`src/rtl/vision_grid_detect.sv`:
```
// Per-cell foreground counter for RGB565 video with per-frame snapshot and a scan FSM
// that publishes cell hit flags plus the lane/jump decision once per frame.
module vision_grid_detect #(
    parameter int unsigned FRAME_WIDTH     = 320,
    parameter int unsigned FRAME_HEIGHT    = 240,
    parameter int unsigned GRID_COLS       = 3,
    parameter int unsigned GRID_ROWS       = 3,
    parameter int unsigned CHANNEL         = 1,
    parameter int unsigned COLOR_THRESHOLD = 60,
    parameter int unsigned COUNT_THRESHOLD = 64
) (
    input  logic                               pixel_clock_in,
    input  logic                               rst_in,
    input  logic [9:0]                         frame_x_count,
    input  logic [8:0]                         frame_y_count,
    input  logic [15:0]                        pixel_data,
    input  logic                               pixel_valid,
    output logic [GRID_ROWS*GRID_COLS-1:0]     cell_hits,
    output logic [1:0]                         lane,
    output logic                               jump,
    output logic                               data_valid
);

    localparam int unsigned G     = GRID_ROWS * GRID_COLS;
    localparam int unsigned IDX_W = (G > 1) ? $clog2(G) : 1;
    localparam int unsigned COL_W = (GRID_COLS > 1) ? $clog2(GRID_COLS) : 1;
    localparam int unsigned ROW_W = $clog2(GRID_ROWS);
    localparam int unsigned CT_W  = $clog2(GRID_ROWS + 1);
    localparam int unsigned RT_W  = $clog2(GRID_COLS + 1);
    localparam int unsigned CNT_W = 17;
    localparam logic [CNT_W-1:0] CNT_MAX  = '1;
    localparam logic [CNT_W-1:0] CNT_TH   = CNT_W'(COUNT_THRESHOLD);
    localparam logic [1:0]       LANE_RST = (GRID_COLS >= 2) ? 2'd1 : 2'd0;

    typedef enum logic [1:0] {IDLE, SCAN, DONE} state_t;

    function automatic logic [IDX_W-1:0] cell_index(input logic [9:0] x, input logic [8:0] y);
        int unsigned col;
        int unsigned row;
        col = 0;
        row = 0;
        for (int unsigned c = 1; c < GRID_COLS; c++)
            if (32'(x) >= c * FRAME_WIDTH / GRID_COLS) col = c;
        for (int unsigned r = 1; r < GRID_ROWS; r++)
            if (32'(y) >= r * FRAME_HEIGHT / GRID_ROWS) row = r;
        return IDX_W'(row * GRID_COLS + col);
    endfunction

    // R and B are 5-bit fields, zero-extended so every channel uses the same 6-bit compare.
    function automatic logic is_fg(input logic [15:0] p);
        logic [5:0] ch;
        case (CHANNEL)
            0:       ch = {1'b0, p[15:11]};
            2:       ch = {1'b0, p[4:0]};
            default: ch = p[10:5];
        endcase
        return 32'(ch) < COLOR_THRESHOLD;
    endfunction

    function automatic logic [CNT_W-1:0] sat_inc(input logic [CNT_W-1:0] v);
        return (v == CNT_MAX) ? v : v + 1'b1;
    endfunction

    function automatic logic [1:0] lane_pick(input logic [GRID_COLS-1:0][CT_W-1:0] tot);
        int unsigned     best;
        logic [CT_W-1:0] best_n;
        best   = 0;
        best_n = tot[0];
        for (int unsigned c = 1; c < GRID_COLS; c++)
            if (tot[c] > best_n) begin
                best   = c;
                best_n = tot[c];
            end
        return 2'(best);
    endfunction

    logic                               frame_evt;
    logic                               in_frame;
    logic                               inc_p1_q;
    logic                               mark_p1_q;
    logic [IDX_W-1:0]                   idx_p1_q;
    logic                               mark_p2_q;
    logic [CNT_W-1:0]                   live_q   [G];
    logic [CNT_W-1:0]                   shadow_q [G];
    state_t                             state_q, state_d;
    logic [IDX_W-1:0]                   scan_idx_q;
    logic [COL_W-1:0]                   scan_col_q;
    logic [ROW_W-1:0]                   scan_row_q;
    logic [G-1:0]                       hits_acc_q;
    logic [GRID_COLS-1:0][CT_W-1:0]     col_tot_q;
    logic [GRID_ROWS-1:0][RT_W-1:0]     row_tot_q;
    logic                               cur_hit;
    logic [G-1:0]                       cell_hits_q;
    logic [1:0]                         lane_q;
    logic                               jump_q;
    logic                               data_valid_q;

    assign frame_evt = !pixel_valid && (frame_x_count == '0) && (frame_y_count == '0);
    assign in_frame  = (32'(frame_x_count) < FRAME_WIDTH) && (32'(frame_y_count) < FRAME_HEIGHT);

    // ---- stage 1: classify and locate pixel, carry frame marker ----
    always_ff @(posedge pixel_clock_in) begin
        if (rst_in) begin
            inc_p1_q  <= 1'b0;
            idx_p1_q  <= '0;
            mark_p1_q <= 1'b0;
            mark_p2_q <= 1'b0;
        end else begin
            inc_p1_q  <= pixel_valid && in_frame && is_fg(pixel_data);
            idx_p1_q  <= cell_index(frame_x_count, frame_y_count);
            mark_p1_q <= frame_evt;
            mark_p2_q <= mark_p1_q;
        end
    end

    // ---- stage 2: live counters; snapshot keeps the pixel landing on the same edge ----
    always_ff @(posedge pixel_clock_in) begin
        if (rst_in) begin
            for (int i = 0; i < G; i++) begin
                live_q[i]   <= '0;
                shadow_q[i] <= '0;
            end
        end else begin
            for (int i = 0; i < G; i++) begin
                if (mark_p2_q) begin
                    shadow_q[i] <= live_q[i];
                    live_q[i]   <= (inc_p1_q && idx_p1_q == IDX_W'(i)) ? CNT_W'(1) : '0;
                end else if (inc_p1_q && idx_p1_q == IDX_W'(i)) begin
                    live_q[i] <= sat_inc(live_q[i]);
                end
            end
        end
    end

    // ---- scan FSM ----
    always_ff @(posedge pixel_clock_in) begin
        if (rst_in) state_q <= IDLE;
        else        state_q <= state_d;
    end

    always_comb begin
        state_d = state_q;
        case (state_q)
            IDLE:    state_d = IDLE;
            SCAN:    if (scan_idx_q == IDX_W'(G - 1)) state_d = DONE;
            DONE:    state_d = IDLE;
            default: state_d = IDLE;
        endcase
        if (mark_p2_q) state_d = SCAN;
    end

    always_comb begin
        cur_hit = 1'b0;
        for (int i = 0; i < G; i++)
            if (scan_idx_q == IDX_W'(i)) cur_hit = (shadow_q[i] >= CNT_TH);
    end

    always_ff @(posedge pixel_clock_in) begin
        if (rst_in) begin
            scan_idx_q   <= '0;
            scan_col_q   <= '0;
            scan_row_q   <= '0;
            hits_acc_q   <= '0;
            col_tot_q    <= '0;
            row_tot_q    <= '0;
            cell_hits_q  <= '0;
            lane_q       <= LANE_RST;
            jump_q       <= 1'b0;
            data_valid_q <= 1'b0;
        end else begin
            data_valid_q <= 1'b0;
            if (mark_p2_q) begin
                scan_idx_q <= '0;
                scan_col_q <= '0;
                scan_row_q <= '0;
                hits_acc_q <= '0;
                col_tot_q  <= '0;
                row_tot_q  <= '0;
            end else if (state_q == SCAN) begin
                scan_idx_q <= scan_idx_q + 1'b1;
                if (scan_col_q == COL_W'(GRID_COLS - 1)) begin
                    scan_col_q <= '0;
                    scan_row_q <= scan_row_q + 1'b1;
                end else begin
                    scan_col_q <= scan_col_q + 1'b1;
                end
                for (int i = 0; i < G; i++)
                    if (scan_idx_q == IDX_W'(i)) hits_acc_q[i] <= cur_hit;
                if (cur_hit) begin
                    for (int c = 0; c < GRID_COLS; c++)
                        if (scan_col_q == COL_W'(c)) col_tot_q[c] <= col_tot_q[c] + 1'b1;
                    for (int r = 0; r < GRID_ROWS; r++)
                        if (scan_row_q == ROW_W'(r)) row_tot_q[r] <= row_tot_q[r] + 1'b1;
                end
            end else if (state_q == DONE) begin
                cell_hits_q <= hits_acc_q;
                if (|hits_acc_q) lane_q <= lane_pick(col_tot_q);
                jump_q       <= (row_tot_q[0] != '0) && (row_tot_q[GRID_ROWS-1] == '0);
                data_valid_q <= 1'b1;
            end
        end
    end

    assign cell_hits  = cell_hits_q;
    assign lane       = lane_q;
    assign jump       = jump_q;
    assign data_valid = data_valid_q;

endmodule

```
`config.mk`:
```
export PLATFORM = sky130hd
export DESIGN_NAME = vision_grid_detect
export DESIGN_NICKNAME = d
export VERILOG_FILES = /design/src/rtl/vision_grid_detect.sv
export SDC_FILE = /design/constraint.sdc
export NUM_CORES = 1
export LEC_CHECK = 0
export BUFFER_PORTS_ARGS = -buffer_cell sky130_fd_sc_hd__buf_2
export CAP_MARGIN = 20
export CORE_MARGIN = 1.5
export CORE_UTILIZATION = 45
export DETAILED_ROUTE_END_ITERATION = 12
export PLACE_DENSITY_LB_ADDON = 0.15
export RECOVER_POWER = 25
export SLEW_MARGIN = 20
export SYNTH_ARGS = -nofsm -noshare
export SYNTH_HDL_FRONTEND = slang
export SYNTH_SLANG_ARGS = --single-unit
```
`constraint.sdc`:
```
create_clock -name pixel_clock_in -period 5.8 [get_ports pixel_clock_in]
set_input_delay 0.87 -clock pixel_clock_in [delete_from_list [all_inputs] [get_ports pixel_clock_in]]
set_output_delay 0.87 -clock pixel_clock_in [all_outputs]
set_load 0.02 [all_outputs]
```
==> reports/qor.txt, run 1 <==
core region area = 0.03075 mm^2
CTS sink cnt = 301
CTS Hold Bufs = 0
Worst Setup Path Type = primary input to register
worst r2r path cells = 7
Worst slew margin = -0.07935
XOR/XNOR Fraction of Synth Area = 0.07420
Hold Crit Class = register to register
DR vias/cell = 5.220
mux share of post-synthesis cell area = 0.008481
Ports = 51
post-synthesis adder-cell area fraction = 0.03145
failing checks = capacitance limit, slew limit
maximum capacitance violations = 1
maximum VDD drop = 0.0001831 V
R2R Setup Slk = 2.60 ns
Least-Margin Pin Slew = 1.619 ns
vias = 8963
unrepaired setup endpoints after global routing = no
Place WS = 1.842 ns
Data required, critical path = 6.01 ns
Yosys reg bits = 301
status = complete, but fails checks
DRC = 0
Setup TNS = 0 ns
reg2reg end = live_q[5][10]
min Tclk post-route = 3.815 ns
PnR worst setup slack = 1.985 ns
nets = 1372
n_diodes = 0
chip height = 180.4 um
antenna violations before repair = 0
prevailing post-synth register cell = edfxtp_1
synthesized area = 0.01416 mm^2
fin crit share = 0.6577
CTS max path bufs = 3
Yosys cell types = 49
final cell utilization of the core = 0.5176
Layout Skew = 0.01250 ns
final WL = 26060 um
LEAKAGE = 5.568 nW
Syn Nets = 1328
layout cells sized above 1 = 0.08100
Arr. time, crit path = 4.02 ns
Initial Util = 0.4606
post-CTS sizing = 0
Fmax = 0.2622 GHz
HPWL Detailed = 17320 um
final slew viol count = 24
vias in the first global route = 8778
Setup Fix Bufs, Post-CTS = 0
endpoint with the worst hold slack = mark_p2_q
CP startpoint kind = primary input
Port Buffers = 38
reg2reg start = mark_p2_q
Synth Area per Inst = 11.29 um^2
Wirelength per Cell = 15.18 um
Worst-path clk slew = 0.06 ns
pin count of the biggest net entering global routing = 89
initial DRC count = 495
main combinational cell family by area after synthesis = simple AND/OR/NAND/NOR gates
CP Capture Type = register
Synth Area in Compound Gates = 0.04002
min-delay src = mark_p1_q
number of buffers created by CTS = 34
TritonCTS clock tree = built
Placer Congestion = 0.7682
P per Cell Area = 295.4 mW/mm^2
EDFF count, synth = 252
Die W = 180.4 um
drt first pass iters = 6
Post-synth ARST share = 0
GRT Total Usage = 0.1649
sequential share of the synthesized area = 0.6035
Fill cells = 2745
maximum fanout along the worst path = 62
Hold Fails Final Rpt = 0
Clock Tree Root = clkbuf_16
Syn Inst Count = 1255
gr ovfl total = 0
hold path depth = 1
Area Overhead vs Synth = 12.38%
post-route ant nets = 0
Ys Warns = 0
row count = 64
commonest non-fill, non-tap cells in the layout = edfxtp_1 (252), nor2_1 (182), nand2_1 (101), and2_1 (97), xor2_1 (78)
clk_lat worst skew = 0.50 ns
Setup violations, final = 0
die area = 0.03255 mm^2
first-pass GRT wire length = 43880 um
most common cell after layout, fill and taps aside = edfxtp_1
simple-gate share of the synthesized area = 0.2238
H-tree depth = 2
[metal layers]
layer | share of wire | vias up | global-route usage
li1 | - | 4529 | -
met1 | 0.48 | 4277 | 0.2290
met2 | 0.46 | 115 | 0.2645
met3 | 0.034 | 42 | 0.02789
met4 | 0.027 | 0 | 0.05311
met5 | 0 | - | 0
[registers in the layout (all words and copies together), names as in the netlist, 2 cells and up]
| register | cells |
|---|---|
| shadow_q | 99 |
| idx_p1_q | 4 |
| row_tot_q | 4 |
| state_q | 2 |
| live_q | 153 |
| hits_acc_q | 9 |
| col_tot_q | 6 |
| lane | 2 |
| scan_idx_q | 4 |
| cell_hits | 9 |
| scan_row_q | 2 |
| scan_col_q | 2 |
[cell type report]
type | instances | area [um^2] | share of cell area
Sequential cell | 301 | 8548 | 0.5371
Inverter | 23 | 88.84 | 0.005581
Clock inverter | 16 | 150.1 | 0.009433
Multi-Input combinational cell | 886 | 5398 | 0.3391
Clock buffer | 42 | 954.7 | 0.05998
Timing Repair Buffer | 53 | 281.5 | 0.01769
Tap cell | 396 | 495.5 | 0.03113
[per-stage QoR]
stage / cell area (um^2) / std cells / power, mW / hold WS (ns)
2_1_floorplan: 14160 / 1255 / 2.573 / 0.4138
4_1_cts: 15950 / 1717 / 4.753 / 0.4440
3_5_place_dp: 14840 / 1659 / 2.631 / 0.4304
5_1_grt: 15920 / 1717 / 4.862 / 0.4560
3_3_place_gp: 14840 / 1659 / 2.627 / 0.4158
6_report: 15920 / 1717 / 4.702 / 0.4375
[logic make-up (layout without fill, tap and decap cells)]
kind of cell               after synthesis  after routing
adders and majority gates               35             35
and+or+nand+nor                        627            627
DFF                                    301            301
buffers and inverters                   68            134
muxes                                   12             12
AOI/OAI and AO/OA                       92             92
xor gates and xnor gates               120            120
[worst max-delay path: stages]
cell      delay (ns)
clkbuf_1        0.49
nor2_1          0.41
inv_4           0.33
nor3b_2         0.23
buf_4           0.21
nand2_1         0.34
o31ai_2         0.80
buf_4           0.32
[worst max path at each step]
stage | from | end | cells past startpoint
3_5_place_dp | rst_in | live_q[5][7] | 8
5_1_grt | rst_in | live_q[5][11] | 8
4_1_cts | rst_in | live_q[5][7] | 8
6_report | rst_in | live_q[5][10] | 8
2_1_floorplan | rst_in | shadow_q[0][100] | 3
3_3_place_gp | rst_in | live_q[4][4] | 8
[Yosys cell counts, drive strengths merged, types with 19 or more instances]
cell | n | area share
and3 | 41 | 0.018
xor2 | 78 | 0.048
nand4 | 23 | 0.010
inv | 23 | 0.0061
and2 | 107 | 0.047
dfxtp | 49 | 0.069
nand2 | 101 | 0.027
o21ai | 27 | 0.0095
ha | 34 | 0.030
nor4 | 21 | 0.0093
nand3 | 66 | 0.023
a21oi | 35 | 0.012
nor2 | 183 | 0.049
edfxtp | 252 | 0.53
clkbuf | 42 | 0.011
or3 | 19 | 0.0084
xnor2 | 42 | 0.026
[power breakdown]
group	switching [mW]	total, mW	internal [mW]
Sequential	0.0527	2.45	2.40
Combinational	0.0809	0.129	0.0481
Clock	0.822	2.12	1.30
Total	0.955	4.70	3.75
No activity file was read; power rests on OpenSTA's default activity.
==> inputs of run 2 (changes only) <==
--- a/config.mk
+++ b/config.mk
@@ -5,6 +5,7 @@
 export SDC_FILE = /design/constraint.sdc
 export NUM_CORES = 1
 export LEC_CHECK = 0
+export ABC_AREA = 1
 export BUFFER_PORTS_ARGS = -buffer_cell sky130_fd_sc_hd__buf_2
 export CAP_MARGIN = 20
 export CORE_MARGIN = 1.5
==> constraint.sdc (replaced) <==
create_clock -name pixel_clock_in -period 3.06 [get_ports pixel_clock_in]
set_input_delay 0.459 -clock pixel_clock_in [delete_from_list [all_inputs] [get_ports pixel_clock_in]]
set_output_delay 0.459 -clock pixel_clock_in [all_outputs]
set_load 0.02 [all_outputs]
==> run 2 against run 1 <==
The flow still finishes with violations (capacitance limit, slew limit). Cell area grew 5.6%. Wire length up 9.6%. Final cell count increased by 22%. Clock skew up 0.0044 ns. Synthesized area grew 4.7%. Power increased by 92%. Clock power is 91% higher. Critical path type is now register to register. Largest power group unchanged. Highest routed layer unchanged.
==> reports/qor.txt, run 2 <==
failing checks = capacitance limit, slew limit
CP Capture Type = register
Worst Setup Path Type = register to register
Worst slew margin = -0.1118
final WL = 28580 um
LEAKAGE = 6.350 nW
count leader, synth = nor2_1
fin crit share = 0.9289
commonest non-fill, non-tap cells in the layout = nor2_1 (298), edfxtp_1 (252), inv_1 (229), nand2_1 (153), a21oi_1 (104)
drt first pass iters = 5
Ys Warns = 0
Worst-path clk slew = 0.06 ns
EDFF count, synth = 252
DR vias/cell = 4.893
Placed Cells = 2033
Area Overhead vs Synth = 13.36%
vias in the first global route = 9601
final slew viol count = 34
Place WS = 0.1377 ns
n_diodes = 0
Data required, critical path = 3.32 ns
Largest regs = live_q (153), shadow_q (99)
nets = 1705
core region area = 0.03245 mm^2
Synth Area per Inst = 9.523 um^2
Placer Congestion = 0.8130
maximum fanout along the worst path = 17
largest reg by FF count = live_q
P per Cell Area = 536.7 mW/mm^2
cell mode on critical path = nand2_1
Post-synth top cells = nor2_1 (296), edfxtp_1 (252), inv_1 (231)
Fill cells = 2943
Syn Nets = 1630
clk_lat worst skew = 0.51 ns
Hold Fails Final Rpt = 0
first-pass GRT wire length = 47270 um
gr ovfl total = 0
Post-synth ARST share = 0
CTS max path bufs = 3
synthesized area = 0.01483 mm^2
Yosys top cell area share = 0.5104
number of buffers created by CTS = 35
TritonCTS clock tree = built
row count = 66
PnR worst setup slack = 0.2177 ns
Arr. time, crit path = 3.10 ns
most common cell after layout, fill and taps aside = nor2_1
family with the most delay on the worst path = simple AND/OR/NAND/NOR gates
HPWL Detailed = 20190 um
maximum VDD drop = 0.0003527 V
top cells by area, synth = edfxtp_1 (51%), nor2_1 (7.5%), dfxtp_1 (6.6%)
Initial Util = 0.4569
max FFs per register = 153
prevailing post-synth register cell = edfxtp_1
Die W = 184.5 um
pin count of the biggest net entering global routing = 48
status = complete, but fails checks
Wirelength per Cell = 13.61 um
Clock Tree Root = clkbuf_16
Layout Skew = 0.01695 ns
sequential share of the synthesized area = 0.5765
Slowest cell on crit path = edfxtp_1
antenna violations before repair = 0
CP max stage delay = 0.38 ns
Least-Margin Pin Slew = 1.668 ns
chip height = 184.5 um
Fmax = 0.3518 GHz
die area = 0.03405 mm^2
Yosys cell types = 51
GRT Total Usage = 0.1724
area leader, netlist = edfxtp_1
min Tclk post-route = 2.842 ns
CP Buf/Inv Count = 4
Pwr Total = 9.021 mW
Yosys reg bits = 301
Ports = 51
CTS Hold Bufs = 0
maximum capacitance violations = 1
vias = 10276
Setup violations, final = 0
initial DRC count = 680
Port Buffers = 38
H-tree depth = 2
DRC = 0
critical path, cell by cell = ha_1, nand2_1, nor2_2, inv_2, nor3_4, nand2_1, nor2_1, nand2_1, nor2_2, nand2_2, nor3_4, nand2_2, nor3_2, ha_2, inv_1, a211oi_1, inv_1, buf_8
post-route ant nets = 0
Syn Inst Count = 1557
fin cells = 2100
layout cells sized above 1 = 0.1369
CP startpoint kind = register
Hold Crit Class = primary input to register
CTS sink cnt = 301
[run 2: kinds of logic (layout without fill, tap and decap cells)]
kind of cell,after synthesis,after routing,share of synthesized area
buf+inv,307,408,0.07840
flops,301,301,0.5765
xor+xnor,12,12,0.007089
simple gates,674,674,0.2231
fa+ha+maj,35,35,0.03004
compound gates,228,228,0.08481
[run 2: tightest hold or removal path, delay by kind of cell]
family	cells	cell delay, ns
AND/OR/NAND/NOR	1	0.04
AO/OA/AOI/OAI	1	0.12
buffers and inverters	1	0.09
[run 2: path summary, 6_finish.rpt]
| check | depth (start not counted) | to | slack (ns) | from |
|---|---|---|---|---|
| worst max-delay path | 18 | live_q[0][1] | 0.22 | live_q[0][0] |
| worst min-delay path | 3 | inc_p1_q | 0.27 | frame_x_count[9] |
| worst max register to register | 18 | live_q[0][1] | 0.22 | live_q[0][0] |
| worst min register to register | 2 | mark_p2_q | 0.46 | mark_p1_q |
[run 2: layout make-up]
| cell class | count | area (um^2) | area share |
|---|---|---|---|
| Clock inverter | 11 | 105.1 | 0.006253 |
| Timing Repair Buffer | 70 | 414.1 | 0.02464 |
| Multi-Input combinational cell | 949 | 5131 | 0.3053 |
| Tap cell | 442 | 553.0 | 0.03290 |
| Inverter | 275 | 1042 | 0.06201 |
| Sequential cell | 301 | 8548 | 0.5086 |
| Clock buffer | 52 | 1013 | 0.06030 |
[run 2: layer usage]
| layer | vias up | GRT usage | wire (um) | part of all wire |
|---|---|---|---|---|
| li1 | 5366 | - | - | - |
| met1 | 4727 | 0.2454 | 13980 | 0.49 |
| met2 | 145 | 0.2729 | 12930 | 0.45 |
| met3 | 38 | 0.03043 | 1175 | 0.041 |
| met4 | 0 | 0.04295 | 488 | 0.017 |
| met5 | - | 0 | 0 | 0 |
[run 2: stage by stage]
step           setup TNS, ns  cell area (um^2)  hold slack [ns]    util
2_1_floorplan              0             14830           0.3883       -
3_3_place_gp               0             15650           0.4394  0.4823
3_5_place_dp               0             15650           0.4418  0.4823
4_1_cts                    0             16770           0.2511  0.5168
5_1_grt              -0.2041             16810           0.2589  0.5179
6_report                   0             16810           0.2721  0.5179
[run 2: timing repair]
action                                  CTS  global route
setup buffers                             0             4
endpoints found under the setup margin    0            51
resized for setup                         0            12
[run 2: power breakdown]
part           switching, mW  internal [mW]  total (mW)
logic                  0.238         0.0917       0.329
clock network           1.59           2.46        4.05
registers             0.0785           4.56        4.64
total                   1.91           7.12        9.02
